==> src/rtl/acc_pkg.sv <==
`default_nettype none
// ============================================================================
// Package     : acc_pkg
// Description : Shared definitions for the accumulator output path: default
//               accumulator word width, output-mode enum and a helper that
//               sizes index registers.
// Revision    : 1.0 - initial release
// ============================================================================
package acc_pkg;

   localparam int DATA_WIDTH_DEFAULT = 16;

   typedef enum logic {
      MODE_BATCH  = 1'b0,
      MODE_STREAM = 1'b1
   } out_mode_e;

   // Width of an index into n words; never narrower than one bit.
   function automatic int idx_width(input int n);
      return (n > 1) ? $clog2(n) : 1;
   endfunction

endpackage
`default_nettype wire

==> src/rtl/acc_bank.sv <==
`default_nettype none
// ============================================================================
// Module      : acc_bank
// Description : One ping-pong bank: ACC_WIDTH words of storage, a length
//               register and a full flag. Control logic lives in the parent.
// Ports       : clk, rst      - clock, synchronous active-high reset
//               wr_en/wr_idx/wr_data - word write port
//               close/close_len      - mark bank full with given length
//               free                 - clear full flag
//               rd_idx/rd_data       - single-word read port
//               rd_vec               - all words, lane 0 in the LSBs
//               len/full             - stored length and full flag
// Revision    : 1.0 - initial release
// ============================================================================
module acc_bank
   import acc_pkg::*;
#(
   parameter int DATA_WIDTH = DATA_WIDTH_DEFAULT,
   parameter int ACC_WIDTH  = 4,
   localparam int IDX_W     = idx_width(ACC_WIDTH),
   localparam int LEN_W     = $clog2(ACC_WIDTH + 1)
) (
   input  logic                             clk,
   input  logic                             rst,
   input  logic                             wr_en,
   input  logic [IDX_W-1:0]                 wr_idx,
   input  logic [DATA_WIDTH-1:0]            wr_data,
   input  logic                             close,
   input  logic [LEN_W-1:0]                 close_len,
   input  logic                             free,
   input  logic [IDX_W-1:0]                 rd_idx,
   output logic [DATA_WIDTH-1:0]            rd_data,
   output logic [ACC_WIDTH*DATA_WIDTH-1:0]  rd_vec,
   output logic [LEN_W-1:0]                 len,
   output logic                             full
);

   logic [DATA_WIDTH-1:0] mem [ACC_WIDTH];

   // Storage is not reset; stale contents are masked by len/full downstream.
   always_ff @(posedge clk) begin
      if (wr_en) begin
         mem[wr_idx] <= wr_data;
      end
   end

   // close and free never target the same bank in one cycle (close needs
   // the bank empty, free needs it full), so their order is immaterial.
   always_ff @(posedge clk) begin
      if (rst) begin
         full <= 1'b0;
         len  <= '0;
      end else if (close) begin
         full <= 1'b1;
         len  <= close_len;
      end else if (free) begin
         full <= 1'b0;
      end
   end

   assign rd_data = mem[rd_idx];

   for (genvar w = 0; w < ACC_WIDTH; w++) begin : g_word
      assign rd_vec[w*DATA_WIDTH +: DATA_WIDTH] = mem[w];
   end

endmodule
`default_nettype wire

==> src/rtl/acc_stream_buf.sv <==
`default_nettype none
// ============================================================================
// Module      : acc_stream_buf
// Description : Ping-pong buffer between a systolic array's accumulator
//               outputs and a downstream consumer. Words are collected into
//               vectors of up to ACC_WIDTH words (in_last closes early) and
//               delivered either as a whole vector (batch) or one word per
//               beat (stream).
// Ports       : clk, rst        - clock, synchronous active-high reset
//               mode_i          - 0 batch, 1 stream (latched when idle)
//               in_valid/in_ready/in_data/in_last - input word handshake
//               out_valid/out_ready               - output handshake
//               out_vec         - batch vector, lane 0 = first word
//               out_data        - stream word
//               out_last        - last word of vector (batch: = out_valid)
//               out_len         - words in the current vector
// Revision    : 1.0 - initial release
// ============================================================================
module acc_stream_buf
   import acc_pkg::*;
#(
   parameter int DATA_WIDTH = DATA_WIDTH_DEFAULT,
   parameter int ACC_WIDTH  = 4
) (
   input  logic                              clk,
   input  logic                              rst,
   input  logic                              mode_i,
   input  logic                              in_valid,
   input  logic [DATA_WIDTH-1:0]             in_data,
   input  logic                              in_last,
   output logic                              in_ready,
   output logic                              out_valid,
   input  logic                              out_ready,
   output logic [ACC_WIDTH*DATA_WIDTH-1:0]   out_vec,
   output logic [DATA_WIDTH-1:0]             out_data,
   output logic                              out_last,
   output logic [$clog2(ACC_WIDTH+1)-1:0]    out_len
);

   localparam int IDX_W = idx_width(ACC_WIDTH);
   localparam int LEN_W = $clog2(ACC_WIDTH + 1);

   logic                            wr_sel;
   logic                            rd_sel;
   logic [IDX_W-1:0]                wr_idx;
   logic [IDX_W-1:0]                rd_idx;
   out_mode_e                       mode_q;

   logic [1:0]                      full;
   logic [LEN_W-1:0]                bank_len  [2];
   logic [DATA_WIDTH-1:0]           bank_data [2];
   logic [ACC_WIDTH*DATA_WIDTH-1:0] bank_vec  [2];

   logic                            accept;
   logic                            close_now;
   logic                            hs;
   logic                            rd_last;
   logic                            free_now;
   logic [LEN_W-1:0]                close_len;
   logic [LEN_W-1:0]                cur_len;
   logic [DATA_WIDTH-1:0]           cur_data;
   logic [ACC_WIDTH*DATA_WIDTH-1:0] cur_vec;

   // in_ready depends only on registered full flags, so there is no
   // combinational path from out_ready back to the producer.
   assign in_ready  = !full[wr_sel];
   assign accept    = in_valid && in_ready;
   assign close_now = accept && (in_last || (wr_idx == IDX_W'(ACC_WIDTH - 1)));
   assign close_len = LEN_W'(wr_idx) + LEN_W'(1);

   assign out_valid = full[rd_sel];
   assign cur_len   = bank_len[rd_sel];
   assign cur_data  = bank_data[rd_sel];
   assign cur_vec   = bank_vec[rd_sel];

   // Compare against len via idx+1 to avoid an underflow on len-1.
   assign rd_last   = (LEN_W'(rd_idx) + LEN_W'(1)) == cur_len;
   assign hs        = out_valid && out_ready;
   assign free_now  = hs && ((mode_q == MODE_BATCH) || rd_last);

   for (genvar b = 0; b < 2; b++) begin : g_bank
      acc_bank #(
         .DATA_WIDTH (DATA_WIDTH),
         .ACC_WIDTH  (ACC_WIDTH)
      ) u_bank (
         .clk        (clk),
         .rst        (rst),
         .wr_en      (accept && (wr_sel == 1'(b))),
         .wr_idx     (wr_idx),
         .wr_data    (in_data),
         .close      (close_now && (wr_sel == 1'(b))),
         .close_len  (close_len),
         .free       (free_now && (rd_sel == 1'(b))),
         .rd_idx     (rd_idx),
         .rd_data    (bank_data[b]),
         .rd_vec     (bank_vec[b]),
         .len        (bank_len[b]),
         .full       (full[b])
      );
   end

   always_ff @(posedge clk) begin
      if (rst) begin
         wr_sel <= 1'b0;
         rd_sel <= 1'b0;
         wr_idx <= '0;
         rd_idx <= '0;
         mode_q <= MODE_BATCH;
      end else begin
         if (accept) begin
            if (close_now) begin
               wr_idx <= '0;
               wr_sel <= !wr_sel;
            end else begin
               wr_idx <= wr_idx + IDX_W'(1);
            end
         end

         if (hs && (mode_q == MODE_STREAM)) begin
            rd_idx <= rd_last ? '0 : rd_idx + IDX_W'(1);
         end

         if (free_now) begin
            rd_sel <= !rd_sel;
         end

         // Mode switches only between vectors so a vector is never split
         // across two delivery modes.
         if ((full == 2'b00) && (rd_idx == '0)) begin
            mode_q <= out_mode_e'(mode_i);
         end
      end
   end

   always_comb begin
      out_data = '0;
      out_last = 1'b0;
      out_len  = '0;
      if (out_valid) begin
         out_len = cur_len;
         if (mode_q == MODE_STREAM) begin
            out_data = cur_data;
            out_last = rd_last;
         end else begin
            out_last = 1'b1;
         end
      end
   end

   // Lanes beyond the stored length read as zero in batch mode.
   for (genvar l = 0; l < ACC_WIDTH; l++) begin : g_lane
      localparam logic [LEN_W-1:0] LANE = LEN_W'(l);
      assign out_vec[l*DATA_WIDTH +: DATA_WIDTH] =
         (out_valid && (mode_q == MODE_BATCH) && (LANE < cur_len)) ?
         cur_vec[l*DATA_WIDTH +: DATA_WIDTH] : '0;
   end

endmodule
`default_nettype wire
==> config.mk <==
export PLATFORM = sky130hd
export DESIGN_NAME = acc_stream_buf
export DESIGN_NICKNAME = d
export VERILOG_FILES = /design/src/rtl/acc_pkg.sv /design/src/rtl/acc_bank.sv /design/src/rtl/acc_stream_buf.sv
export SDC_FILE = /design/constraint.sdc
export NUM_CORES = 1
export LEC_CHECK = 0
export BUFFER_PORTS_ARGS = -buffer_cell sky130_fd_sc_hd__buf_2
export CAP_MARGIN = 10
export CORE_AREA = 2 2 120 122
export DETAILED_ROUTE_END_ITERATION = 12
export DIE_AREA = 0 0 122 124
export PLACE_DENSITY = 0.74
export SETUP_SLACK_MARGIN = 0.4
export SLEW_MARGIN = 20
export SYNTH_ARGS = -nofsm -noshare
export SYNTH_HDL_FRONTEND = slang
export SYNTH_HIERARCHICAL = 1
export SYNTH_SLANG_ARGS = --single-unit
export TNS_END_PERCENT = 10
==> constraint.sdc <==
create_clock -name clk -period 2.49 [get_ports clk]
set_clock_uncertainty 0.15 [all_clocks]
set_input_delay 0.3735 -clock clk [delete_from_list [all_inputs] [get_ports clk]]
set_output_delay 0.3735 -clock clk [all_outputs]
set_load 0.05 [all_outputs]
==> out/summary.txt <==
Vert. Die Dim -> 124 um
status -> finished, violations left
maximum clock rate -> 0.391 GHz
# diodes -> 0
Synth-to-Final Area Change -> 39.6%
final setup margin -> -67.8 ps
TritonCTS Sinks -> 143
max cap viols -> 0
crit-path cells -> buf_16 > mux4_2 > mux2i_2 > nor2_2 > buf_6
WP data required -> 1970 ps
FP Rows -> 43
CP peak stage delay -> 520 ps
Hold-fix buffers, CTS -> 0
Slew headroom -> 70.2%
total CTS buffers -> 17
synth unique cells -> 33
DP Worst Slack -> 247 ps
CP Capture Type -> primary output
vias -> 4,667
first-pass GRT wire length -> 26,600 um
RSZ-0062 raised after global routing -> yes
fillers -> 856
Top-Level Pins -> 108
Placer Congestion -> 0.861
vias in the first global route -> 4,623
synthesized area -> 0.00681 mm2
maximum VDD drop -> 0.312 mV
average cell area after synthesis -> 15.1 um2
DR pass1 iterations -> 5
count of final hold-check violations -> 0
share of cells above drive strength 1 -> 46.1%
most frequent cells in the layout -> edfxtp_1, mux2i_1, buf_6, nor2_1
first-iteration detailed-routing DRC count -> 339
period utilization -> 103%
root buffer cell -> clkbuf_16
Via density -> 5.89
# DRC -> 0
Pwr per Cell Area -> 588 mW/mm2
final setup fails -> 29
fin util -> 69.3%
CP bufs+invs -> 2
Initial Util -> 49.7%
overall routing resource usage -> 24.5%
Total Wirelength -> 19,100 um
I/O Buffers -> 107
worst slew pin tran -> 446 ps
Clk pin slew, worst setup/hold paths -> 50 ps
Setup crit start kind -> register
most common cell after layout, fill and taps aside -> edfxtp_1
Final nets -> 624
largest net degree at the start of global routing -> 32
H-tree depth -> 4
die width -> 122 um
Net Count, Synth -> 477
Worst EP arrival -> 2030 ps
Worst path top cell family by delay -> multiplexers
clk buf depth -> 2
Leak -> 0.00331 uW
sequential share of the synthesized area -> 60.8%
DR WL/cell -> 24.1 um
TritonCTS clock tree -> built
post-route ant nets -> 0
yosys warns -> 6
core area -> 0.0137 mm2
HPWL after detailed placement -> 11,400 um
initial antenna violation count -> 0
max-slew violation total from the final report -> 0
Die ar. -> 0.0151 mm2
GRT overflow -> 0
failing checks -> negative setup slack
slowest stage cell, crit path -> mux4_2
CP Class -> register to primary output
worst-path maximum fanout -> 11
#FFs+latches synth -> 143
Worst Hold Class -> input pin to register
worst skew pair latency -> 410 ps
Min Clock Period, post-route -> 2560 ps
Gate Count Post-Synth -> 452
==> cells by family after synthesis <==
group / Yosys count / synth area share, %
DFF: 143 / 60.8
muxes: 123 / 25.2
xor gates and xnor gates: 3 / 0.496
adders and majority gates: 3 / 0.551
buffers and inverters: 33 / 3.05
and+or+nand+nor: 133 / 8.61
AOI/OAI and AO/OA: 14 / 1.25
==> layer usage <==
layer	track usage [%]	part of all wire [%]	up-vias
met1	30.0	38	2361
met5	0	0	-
met2	41.1	53	233
li1	-	-	2028
met3	5.54	6.2	45
met4	12.2	3.0	0
==> worst register-to-register path, stage by stage (launching register included) <==
cell	delay (ps)
dfxtp_4	440
mux2i_4	410
xor2_2	270
a31oi_4	140
buf_4	170
nor4bb_4	260
nand2b_4	160
a21oi_1	60
==> final timing paths <==
check	start	endpoint	slack, ps	cells past startpoint
setup / recovery	rd_idx[0]	out_data[7]	-70	5
hold / removal	mode_i	mode_q	70	3
setup reg to reg	rd_sel	g_bank[0].u_bank/full	320	7
hold reg to reg	wr_sel	wr_sel	390	2
==> per-stage QoR <==
step | hold WS [ps] | cell area (um2) | setup TNS (ps) | std cells | total power, uW
finish | 74.4 | 9510 | -596 | 792 | 5600
global route | 67.4 | 9510 | -3420 | 792 | 5750
CTS | 51.7 | 8990 | -124 | 787 | 5540
detailed placement | 396 | 7780 | 0 | 747 | 3180
global placement | 385 | 7780 | 0 | 747 | 3160
floorplan | 293 | 6820 | 0 | 452 | 3020
==> sequential cells by signal, indices dropped and copies added (netlist names) <==
| register | cells |
|---|---|
| mode_q | 1 |
| wr_sel | 1 |
| g_bank.u_bank/full | 2 |
| g_bank.u_bank/mem | 128 |
| rd_sel | 1 |
| g_bank.u_bank/len | 6 |
| wr_idx | 2 |
| rd_idx | 2 |
==> where the power goes <==
group	total (uW)	internal [uW]	switching, uW
clock	2360	1470	891
combinational	528	225	303
sequential	2710	2670	38.4
==> final cells by class <==
class                           instances  area (um2)  share of cell area, %
Sequential cell                       143        4160                   43.7
Inverter                                9        33.8                  0.355
Clock inverter                          7        61.3                  0.644
Clock buffer                           25         495                   5.21
Tap cell                              180         225                   2.37
Timing Repair Buffer                  152        1710                   17.9
Multi-Input combinational cell        276        2840                   29.8
==> cells in the mapped netlist (all sizes together) <==
| master | count | area (um2) |
|---|---|---|
| o21ai | 2 | 10.0 |
| nand3 | 2 | 10.0 |
| or3 | 2 | 12.5 |
| a31oi | 1 | 6.26 |
| and3b | 3 | 26.3 |
| nor4bb | 1 | 10.0 |
| a311o | 2 | 20.0 |
| nor3b | 5 | 37.5 |
| and4b | 2 | 20.0 |
| o32ai | 1 | 8.76 |
| mux4 | 32 | 766 |
| a21oi | 8 | 40.0 |
| xor2 | 1 | 16.3 |
| nand2b | 3 | 18.8 |
| nand4 | 2 | 12.5 |
| dfxtp | 15 | 300 |
| nand2 | 13 | 48.8 |
| mux2i | 91 | 952 |
| or4bb | 1 | 11.3 |
| ha | 3 | 37.5 |
| nor2 | 96 | 360 |
| xnor2 | 2 | 17.5 |
| clkbuf | 1 | 3.75 |
| inv | 9 | 33.8 |
| and3 | 3 | 18.8 |
| buf | 23 | 170 |
| edfxtp | 128 | 3840 |
==> repair_timing <==
item | in CTS | in global routing
gates cloned | 2 | 3
pin swaps | 24 | 24
setup endpoints to repair | 87 | 93
gates resized for setup | 175 | 124
buffers inserted | 6 | 2
Power figures use the tool's default switching activity.
